<file path="src/rtl/camera_pkg.sv">
// Shared types for the camera DMA: FSM state encoding and trailer field placement.
package camera_pkg;
  typedef enum logic [1:0] {ST_IDLE, ST_HDR, ST_DATA, ST_TRL} state_e;
  localparam int TRL_ROWS_LSB = 16;
  localparam int TRL_COLS_LSB = 0;
endpackage

</file>
<file path="src/rtl/sync_fifo.sv">
// Single-clock first-word-fall-through FIFO; dout shows the head whenever !empty.
module sync_fifo #(
  parameter int WIDTH = 32,
  parameter int DEPTH = 8
) (
  input  logic             clk,
  input  logic             rst,
  input  logic             push,
  input  logic [WIDTH-1:0] din,
  input  logic             pop,
  output logic [WIDTH-1:0] dout,
  output logic             full,
  output logic             empty
);
  localparam int AW = $clog2(DEPTH);

  logic [WIDTH-1:0] mem [DEPTH];
  logic [AW:0]      wptr, rptr;

  assign empty = (wptr == rptr);
  assign full  = (wptr[AW] != rptr[AW]) && (wptr[AW-1:0] == rptr[AW-1:0]);
  assign dout  = mem[rptr[AW-1:0]];

  always_ff @(posedge clk) begin
    if (rst) begin
      wptr <= '0;
      rptr <= '0;
    end else begin
      if (push && !full) wptr <= wptr + (AW+1)'(1);
      if (pop && !empty) rptr <= rptr + (AW+1)'(1);
    end
  end

  always_ff @(posedge clk)
    if (push && !full) mem[wptr[AW-1:0]] <= din;
endmodule

</file>
<file path="src/rtl/wb_camera_dma.sv">
// Camera frame capture to Wishbone: packs pixels into bus words, buffers them,
// and writes header (timestamp), pixel words and a {rows, cols} trailer per frame.
module wb_camera_dma
  import camera_pkg::*;
#(
  parameter int ADR_WIDTH  = 10,
  parameter int DAT_WIDTH  = 32,
  parameter int PIX_WIDTH  = 8,
  parameter int COLS       = 16,
  parameter int ROWS       = 12,
  parameter int FIFO_DEPTH = 8
) (
  input  logic                       clk,
  input  logic                       rst,
  input  logic                       pix_vld,
  input  logic [PIX_WIDTH-1:0]       pixel_dat,
  input  logic                       frame_vld,
  input  logic                       line_vld,
  input  logic                       enable,
  input  logic                       decimate,
  input  logic [ADR_WIDTH-1:0]       wr_addr_start,
  input  logic [DAT_WIDTH-1:0]       timestamp,
  input  logic                       overrun_clr,
  output logic                       m_wb_cyc,
  output logic                       m_wb_stb,
  output logic                       m_wb_we,
  output logic [ADR_WIDTH-1:0]       m_wb_adr,
  output logic [DAT_WIDTH-1:0]       m_o_wb_dat,
  input  logic                       m_wb_ack,
  output logic [$clog2(COLS):0]      num_cols,
  output logic [$clog2(ROWS):0]      num_rows,
  output logic                       overrun,
  output logic                       frame_done,
  output logic                       busy
);
  localparam int K  = DAT_WIDTH / PIX_WIDTH;
  localparam int LW = (K > 1) ? $clog2(K) : 1;
  localparam int CW = $clog2(COLS) + 1;
  localparam int RW = $clog2(ROWS) + 1;

  state_e                          state;
  logic                            fv_q, lv_q, armed, dec_q;
  logic [CW-1:0]                   col_cnt;
  logic [RW-1:0]                   row_cnt, row_inc;
  logic [K-1:0][PIX_WIDTH-1:0]     pk, push_word;
  logic [LW-1:0]                   lane;
  logic [ADR_WIDTH-1:0]            nxt_adr;
  logic [DAT_WIDTH-1:0]            trl_word, fifo_dout;
  logic frame_start, frame_fall, line_fall, arm, raw_pix, keep, lane_last;
  logic push, pop, free, fifo_full, fifo_empty, frame_end;

  assign frame_start = frame_vld & ~fv_q;
  assign frame_fall  = ~frame_vld & fv_q;
  assign line_fall   = ~line_vld & lv_q;
  assign arm         = frame_start & enable & (state == ST_IDLE);
  assign raw_pix     = pix_vld & line_vld & frame_vld & armed;
  assign keep        = raw_pix & (~dec_q | (~col_cnt[0] & ~row_cnt[0]));
  assign lane_last   = (lane == LW'(K-1));
  assign push        = (keep & lane_last) | (armed & line_fall & (lane != '0));
  assign row_inc     = (row_cnt == '1) ? row_cnt : row_cnt + RW'(1);

  // The K-th pixel goes straight into the pushed word, not via the lane register.
  always_comb begin
    push_word = pk;
    if (keep) push_word[lane] = pixel_dat;
  end

  always_ff @(posedge clk) begin
    if (rst) begin
      fv_q <= 1'b0; lv_q <= 1'b0; armed <= 1'b0; dec_q <= 1'b0;
      col_cnt <= '0; row_cnt <= '0; lane <= '0; pk <= '0;
      num_cols <= '0; num_rows <= '0; overrun <= 1'b0;
    end else begin
      fv_q <= frame_vld;
      lv_q <= line_vld;
      if (push && fifo_full)  overrun <= 1'b1;
      else if (overrun_clr)   overrun <= 1'b0;
      if (arm) begin
        armed <= 1'b1; dec_q <= decimate;
        col_cnt <= '0; row_cnt <= '0; lane <= '0; pk <= '0;
      end else if (armed) begin
        if (raw_pix && col_cnt != '1) col_cnt <= col_cnt + CW'(1);
        if (keep) begin
          if (lane_last) begin
            lane <= '0; pk <= '0;
          end else begin
            pk[lane] <= pixel_dat; lane <= lane + LW'(1);
          end
        end
        if (line_fall) begin
          num_cols <= col_cnt; col_cnt <= '0; row_cnt <= row_inc;
          lane <= '0; pk <= '0;
        end
        if (frame_fall) begin
          armed    <= 1'b0;
          num_rows <= line_fall ? row_inc : row_cnt;
        end
      end
    end
  end

  sync_fifo #(.WIDTH(DAT_WIDTH), .DEPTH(FIFO_DEPTH)) u_fifo (
    .clk(clk), .rst(rst), .push(push), .din(push_word), .pop(pop),
    .dout(fifo_dout), .full(fifo_full), .empty(fifo_empty)
  );

  always_comb begin
    trl_word = '0;
    trl_word[TRL_ROWS_LSB +: RW] = num_rows;
    trl_word[TRL_COLS_LSB +: CW] = num_cols;
  end

  assign free      = ~m_wb_stb | m_wb_ack;
  assign pop       = ((state == ST_HDR) || (state == ST_DATA)) & free & ~fifo_empty;
  assign frame_end = ~armed & (lane == '0) & fifo_empty;
  assign m_wb_cyc  = m_wb_stb;
  assign m_wb_we   = 1'b1;
  assign busy      = (state != ST_IDLE);

  always_ff @(posedge clk) begin
    if (rst) begin
      state <= ST_IDLE; m_wb_stb <= 1'b0; m_wb_adr <= '0;
      m_o_wb_dat <= '0; nxt_adr <= '0; frame_done <= 1'b0;
    end else begin
      frame_done <= 1'b0;
      case (state)
        ST_IDLE: if (arm) begin
          m_wb_adr   <= wr_addr_start;
          m_o_wb_dat <= timestamp;
          m_wb_stb   <= 1'b1;
          nxt_adr    <= wr_addr_start + ADR_WIDTH'(1);
          state      <= ST_HDR;
        end
        ST_HDR, ST_DATA: if (free) begin
          state <= ST_DATA;
          if (!fifo_empty) begin
            m_wb_adr <= nxt_adr; m_o_wb_dat <= fifo_dout; m_wb_stb <= 1'b1;
            nxt_adr  <= nxt_adr + ADR_WIDTH'(1);
          end else if (frame_end) begin
            m_wb_adr <= nxt_adr; m_o_wb_dat <= trl_word; m_wb_stb <= 1'b1;
            state    <= ST_TRL;
          end else begin
            m_wb_stb <= 1'b0;
          end
        end
        ST_TRL: if (m_wb_ack) begin
          m_wb_stb <= 1'b0; frame_done <= 1'b1; state <= ST_IDLE;
        end
        default: state <= ST_IDLE;
      endcase
    end
  end
endmodule

</file>
<file path="config.mk">
export PLATFORM = sky130hd
export DESIGN_NAME = wb_camera_dma
export DESIGN_NICKNAME = d
export VERILOG_FILES = /design/src/rtl/camera_pkg.sv /design/src/rtl/sync_fifo.sv /design/src/rtl/wb_camera_dma.sv
export SDC_FILE = /design/constraint.sdc
export NUM_CORES = 1
export LEC_CHECK = 0
export BUFFER_PORTS_ARGS = -buffer_cell sky130_fd_sc_hd__buf_2
export CAP_MARGIN = 10
export CORE_MARGIN = 2
export CORE_UTILIZATION = 35
export CTS_BUF_LIST = sky130_fd_sc_hd__clkbuf_8
export DETAILED_ROUTE_END_ITERATION = 8
export SLEW_MARGIN = 10
export SYNTH_ARGS = -nofsm -noshare
export SYNTH_HDL_FRONTEND = slang
export SYNTH_SLANG_ARGS = --single-unit
</file>
<file path="constraint.sdc">
create_clock -name clk -period 6.6 [get_ports clk]
set_clock_uncertainty 0.1 [all_clocks]
set_input_delay 1.32 -clock clk [delete_from_list [all_inputs] [get_ports clk]]
set_output_delay 1.32 -clock clk [all_outputs]
set_load 0.02 [all_outputs]
</file>
==> flow_summary.toml, run 1 <==
[global_route]
first_global_vias = 9871
grt_pass1_wl_um = 59110
grtUsageTotal = 0.1625
grt_max_degree = 51
grt_overflow = 0
grt_antenna_before_repair = 0

[clock_tree]
clk_latency_ns = 0.62
h-tree-depth = 2
cts_resized = 0
cts_root_buf = "clkbuf_8"
cts_inserted_buffers = 61
cts_setup_buffers = 0
cts.sinks = 382
clk_pin_slew_worst_paths_ns = 0.07
cts_tree = "built"
holdBufCountCts = 0
clockBufferDepth = 3

[detailed_routing]
firstDrtPassIters = 7
drtIter0Drc = 877
wire_per_inst_um = 20.63
post-route-drc-count = 0
vias = 9801
vias_per_cell = 5.241
ant_nets = 0
routed_wl_um = 38580

[min_path]
min_to = "pk[29]"
holdPathStages = 1
min_path_type = "reg -> reg"
hold_start = "pk[29]"

[worst_setup_path]
r2r_cells = 10
crit_arrival_ns = 4.49
startpoint_type = "flop"
reg2reg_slack_ns = 2.46
r2r_end = "m_o_wb_dat[13]"
r2r-start = "state[0]"
crit_required_ns = 6.95
worstSetupPathType = "reg -> reg"
cp_max_fo = 44
cp-end-kind = "flop"

[timing]
finalCritPeriodShare = 0.6277
period_minus_slack_ns = 4.143
tightestPinTransition_ns = 1.199
rsz0062_at_grt = "false"
timing.setup.tns_ns = 0
maxSlewHeadroom = 0.1935
hold_violations = 0
max_freq_ghz = 0.2414
holdWs_ns = 0.3514
final_max_slew_viol_count = 0
setup_violations = 0
finalWorstSetupSlack_ns = 2.457

[floorplanning]
rows = 78
die-area_um2 = 47670
die_w_um = 218.3
pin_count = 117
die_y_um = 218.3
design.core.area_um2 = 45380
start_util = 0.3543

[synthesis]
synth-seq-area-share = 0.6350
yosysTopAreaCellShare = 0.4781
yosysWarningCount = 0
synth.avg_cell_area_um2 = 14.70
synth_top_cell_by_area = "edfxtp_1"
synth-main-ff-cell = "edfxtp_1"
synth_area_um2 = 16080
synthCells = 1094
synth_edf_count = 256
ys_types = 62
yosys_register_bits = 382
synth_area_leaders = "edfxtp_1, dfxtp_1, mux4_2, mux2_2, a311oi_2"
synthArstFlopShare = 0
syn_nets = 1165

[finish]
area_growth_pct = 15.14
mostFrequentLayoutCells = "edfxtp_1, dfxtp_1, buf_2"
layout-drive-gt1-share = 0.3173
n_antenna_cell = 0
fillers = 4190
nets = 1289
seq_area_um2 = 10220
multi_input_area_um2 = 5505
layout_commonest_cell = "edfxtp_1"

[place]
globalplace.congestion = 0.7972
pre_cts_ws_ns = 2.384
io_buffers = 115
dp_hpwl_um = 24630

[power]
ir_drop_uv = 148.0
finalPower_mw = 5.766
p_leak_nw = 6.388
cellPowerDensity_nw_per_um2 = 311.4

[flow_run]
max_cap_violations = 0

[status]
status = "complete, no violations"
## cell type report
class	instances	share of cell area
sequential	382	0.5518
inverter	13	0.002636
timing repair buffer	133	0.03852
clock buffer	67	0.04981
clock inverter	48	0.01933
multi-input combinational	627	0.2974
tap	600	0.04055
## critical path, stage by stage (launching register included)
cell and delay [ns]:
dfxtp_1 0.37, inv_1 0.06, ha_1 0.27, buf_4 0.40, inv_2 0.47, a21o_1 0.40
a211oi_4 0.18, buf_4 0.49, or2_2 0.42, buf_4 0.53, a311oi_2 0.18
## worst max path at each step
stage	from	end	slack, ns	depth (start not counted)
after floorplan	frame_vld	u_fifo.mem[2][0]	1.36	4
after global placement	frame_vld	u_fifo.wptr[3]	2.44	7
after detailed placement	frame_vld	u_fifo.wptr[3]	2.38	7
after CTS	state[0]	m_o_wb_dat[13]	2.48	10
after global routing	state[1]	m_o_wb_dat[12]	2.24	10
final	state[0]	m_o_wb_dat[13]	2.46	10
## metal layers
layer | up-vias | part of all wire | GRT usage
met3 | 59 | 0.059 | 0.02839
li1 | 4473 | - | -
met4 | 0 | 0.016 | 0.03946
met2 | 320 | 0.46 | 0.2560
met1 | 4949 | 0.47 | 0.2331
met5 | - | 0 | 0
## report_power, final
| part | leakage (nW) | switching [mW] | internal (mW) | total, mW |
|---|---|---|---|---|
| sequential | 3.36 | 0.0588 | 2.61 | 2.67 |
| clock | 0.723 | 0.938 | 1.17 | 2.11 |
| combinational | 2.30 | 0.654 | 0.331 | 0.986 |
| total | 6.39 | 1.65 | 4.11 | 5.77 |
## cells in the mapped netlist, drive strengths merged (3+ instances only)
cell type  instances
ha                12
o211ai            11
and3               6
dfxtp            126
a211oi            13
or3                3
a32oi              3
nand3b             6
inv               13
mux2i             28
nor4               4
nor3              50
nand2             99
mux2              58
xnor2             12
nor3b              8
a31oi              4
buf               37
nor2b              5
a21oi             39
o21ai             19
and2              14
edfxtp           256
a22oi             18
clkbuf            35
mux4              64
nor2              59
nand3             19
a311oi            32
nand2b             8
nand4              4
xor2               9
## flip-flops by register name, summed over array words and instances (netlist names), named ones only
signal       count
num_rows         5
u_fifo.wptr      4
pk              32
u_fifo.rptr      4
state            2
m_o_wb_dat      32
lv_q             1
frame_done       1
m_wb_adr        10
nxt_adr         10
col_cnt          5
dec_q            1
armed            1
u_fifo.mem     256
row_cnt          5
num_cols         5
fv_q             1
overrun          1
m_wb_cyc         1
lane             2
## through the flow
stage               instance area, um^2  instances  utilization
floorplan                         16080       1094            -
global placement                  17230       1755       0.3798
detailed placement                17230       1755       0.3798
CTS                               18510       1870       0.4080
global route                      18510       1870       0.4080
finish                            18510       1870       0.4080
## cells by family after synthesis
family / count (synthesis) / share of synthesized area
other: 1 / 0.0002332
adder cells (fa/ha/maj): 12 / 0.009338
flip-flops: 382 / 0.6350
XOR/XNOR: 21 / 0.01284
multiplexers: 150 / 0.1477
AND/OR/NAND/NOR: 294 / 0.08933
AO/OA/AOI/OAI: 149 / 0.07976
buffers and inverters: 85 / 0.02583
Power figures use the tool's default switching activity.
==> run 2: changes to the inputs <==
--- a/config.mk
+++ b/config.mk
@@ -5,6 +5,7 @@
 export SDC_FILE = /design/constraint.sdc
 export NUM_CORES = 1
 export LEC_CHECK = 0
+export ABC_AREA = 1
 export BUFFER_PORTS_ARGS = -buffer_cell sky130_fd_sc_hd__buf_2
 export CAP_MARGIN = 10
 export CORE_MARGIN = 2
==> constraint.sdc (replaced) <==
create_clock -name clk -period 4.2 [get_ports clk]
set_clock_uncertainty 0.1 [all_clocks]
set_input_delay 0.84 -clock clk [delete_from_list [all_inputs] [get_ports clk]]
set_output_delay 0.84 -clock clk [all_outputs]
set_load 0.02 [all_outputs]
==> run 2 against run 1 <==
  * Critical endpoint is now u_fifo.mem[4][24]
  * Clock power grew 45%
  * Sequential share of layout area shrank 1.6 points
  * Largest cell class unchanged
  * Final cell count grew 41%
  * Highest routed layer unchanged
  * Area after synthesis grew 3.9%
  * Largest power group unchanged
==> flow_summary.toml, run 2 <==
[synthesis]
ys_types = 39
synth_edf_count = 256
synth_area_um2 = 16710
synth_area_leaders = "edfxtp_1, dfxtp_1, nand2_1, nor2_1, o21ai_0"
yosysWarningCount = 0
yosysTopAreaCellShare = 0.4602
synth_top_cell_by_area = "edfxtp_1"
synth.avg_cell_area_um2 = 8.943
synth-main-ff-cell = "edfxtp_1"
synth-seq-area-share = 0.6111
synthArstFlopShare = 0
yosys_register_bits = 382
synthCells = 1868
synth_common_cells = "nand2_1, edfxtp_1, nor2_1"
syn_nets = 1939
synth_most_common_cell = "nand2_1"

[worst_setup_path]
worstSetupPathType = "reg -> reg"
cp_max_fo = 19
max_stage_delay_ns = 0.53
cp_cell_sequence = "inv_1 -> ha_1 -> o22ai_4 -> nand2_2 -> or2_1 -> nor2_4 -> buf_12"
crit_arrival_ns = 3.27
critPathLaunch = "lane[0]"
reg2reg_slack_ns = 1.12
crit_required_ns = 4.39
r2r-start = "lane[0]"
r2r_cells = 7
r2r_end = "u_fifo.mem[4][24]"
cp-end-kind = "flop"
cp_slowest_cell = "ha_1"
startpoint_type = "flop"

[clock_tree]
cts_tree = "built"
clk_pin_slew_worst_paths_ns = 0.05
cts_setup_buffers = 0
cts.sinks = 382
clk_latency_ns = 0.60
cts_inserted_buffers = 66
cts_root_buf = "clkbuf_8"
h-tree-depth = 3
holdBufCountCts = 0
clockBufferDepth = 3
cts_resized = 0

[floorplanning]
pin_count = 117
start_util = 0.3521
die_w_um = 222.5
die_y_um = 222.5
rows = 80
die-area_um2 = 49500
design.core.area_um2 = 47450

[finish]
stdcell_area_um2 = 19050
n_antenna_cell = 0
area_growth_pct = 14.05
seq_area_um2 = 10210
layout_commonest_cell = "nand2_1"
mostFrequentLayoutCells = "nand2_1, edfxtp_1, nor2_1"
nets = 2049
fillers = 4683
layout-drive-gt1-share = 0.1310
multi_input_area_um2 = 5532
finalNonFillerCells = 2645
largest_reg_flops = 256

[place]
pre_cts_ws_ns = 0.8290
globalplace.congestion = 0.8164
dp_hpwl_um = 26770
dp_cells = 2525
io_buffers = 115
placedInstanceArea_um2 = 17870

[power]
ir_drop_uv = 284.5
finalPower_mw = 9.212
cellPowerDensity_nw_per_um2 = 483.5
p_leak_nw = 7.841

[global_route]
grt-busiest-layer = "met2"
grt_pass1_wl_um = 67020
grtUsageTotal = 0.1735
use_met1 = 0.2328
first_global_vias = 11931
grt_overflow = 0
gr-usage-met3 = 0.03385
grt_antenna_before_repair = 1
use_met2 = 0.2808
grt_max_degree = 78

[timing]
tightestPinTransition_ns = 1.035
period_minus_slack_ns = 3.079
finalWorstSetupSlack_ns = 1.121
finalCritPeriodShare = 0.7331
rsz0062_at_grt = "false"
maxSlewHeadroom = 0.3099
hold_violations = 0
max_freq_ghz = 0.3248
final_max_slew_viol_count = 0
timing.setup.tns_ns = 0
setup_violations = 0

[detailed_routing]
wire_per_inst_um = 16.37
routed_wl_um = 43290
ant_nets = 0
post-route-drc-count = 0
vias = 12751
drtIter0Drc = 809
firstDrtPassIters = 5
vias_per_cell = 4.821

[min_path]
min_path_type = "reg -> reg"
holdPathStages = 2
hold_start = "pk[28]"
min_to = "pk[28]"

[flow_run]
max_cap_violations = 0

[status]
status = "complete, no violations"
## run 2: area by class of cell
| cell class | instances | area share |
|---|---|---|
| multi-input cells | 1254 | 0.2903 |
| inverters | 132 | 0.02627 |
| well taps | 615 | 0.04039 |
| repair buffers | 142 | 0.04479 |
| clock inverters | 50 | 0.01156 |
| clock buffers | 70 | 0.05056 |
| flip-flops and latches | 382 | 0.5361 |
## run 2: per-layer routing
| metal | up-vias | part of all wire | wire (um) |
|---|---|---|---|
| li1 | 6340 | - | - |
| met1 | 5986 | 0.45 | 19280 |
| met2 | 351 | 0.46 | 20120 |
| met3 | 74 | 0.062 | 2699 |
| met4 | 0 | 0.027 | 1187 |
| met5 | - | 0 | 0 |
## run 2: report_power, final
part	switching [mW]	total [mW]	leakage [nW]	internal, mW
Combinational	1.31	1.87	3.83	0.560
Sequential	0.104	4.29	3.32	4.19
Clock	1.50	3.05	0.691	1.55
## run 2: logic make-up after synthesis
| family | synth area share |
|---|---|
| AOI/OAI and AO/OA | 0.08066 |
| xor gates and xnor gates | 0.004719 |
| adders and majority gates | 0.008987 |
| buffers and inverters | 0.06134 |
| DFF | 0.6111 |
| other | 0.0002245 |
| and+or+nand+nor | 0.2329 |
## run 2: per-stage QoR
step                utilization  hold WS (ns)
finish                   0.4016        0.3273
global route             0.4016        0.3555
CTS                      0.4016        0.3315
detailed placement       0.3766        0.3230
global placement         0.3766        0.3195
floorplan                     -        0.3104
## run 2: worst max-delay path: cells and delay by family (launching register included)
family          cells  cell delay [ns]
flops               1             0.40
buf+inv             2             0.34
fa+ha+maj           1             0.53
simple gates        3             1.02
compound gates      1             0.38
## run 2: how the worst max path moves through the flow
stage                                   end  slack (ns)  cells past startpoint
after CTS                 u_fifo.mem[4][21]        1.07                      7
after global routing      u_fifo.mem[6][14]        0.93                      7
after floorplan            u_fifo.mem[0][0]        0.61                      7
after global placement    u_fifo.mem[4][26]        0.91                      9
final                     u_fifo.mem[4][24]        1.12                      7
after detailed placement  u_fifo.mem[4][26]        0.83                      9
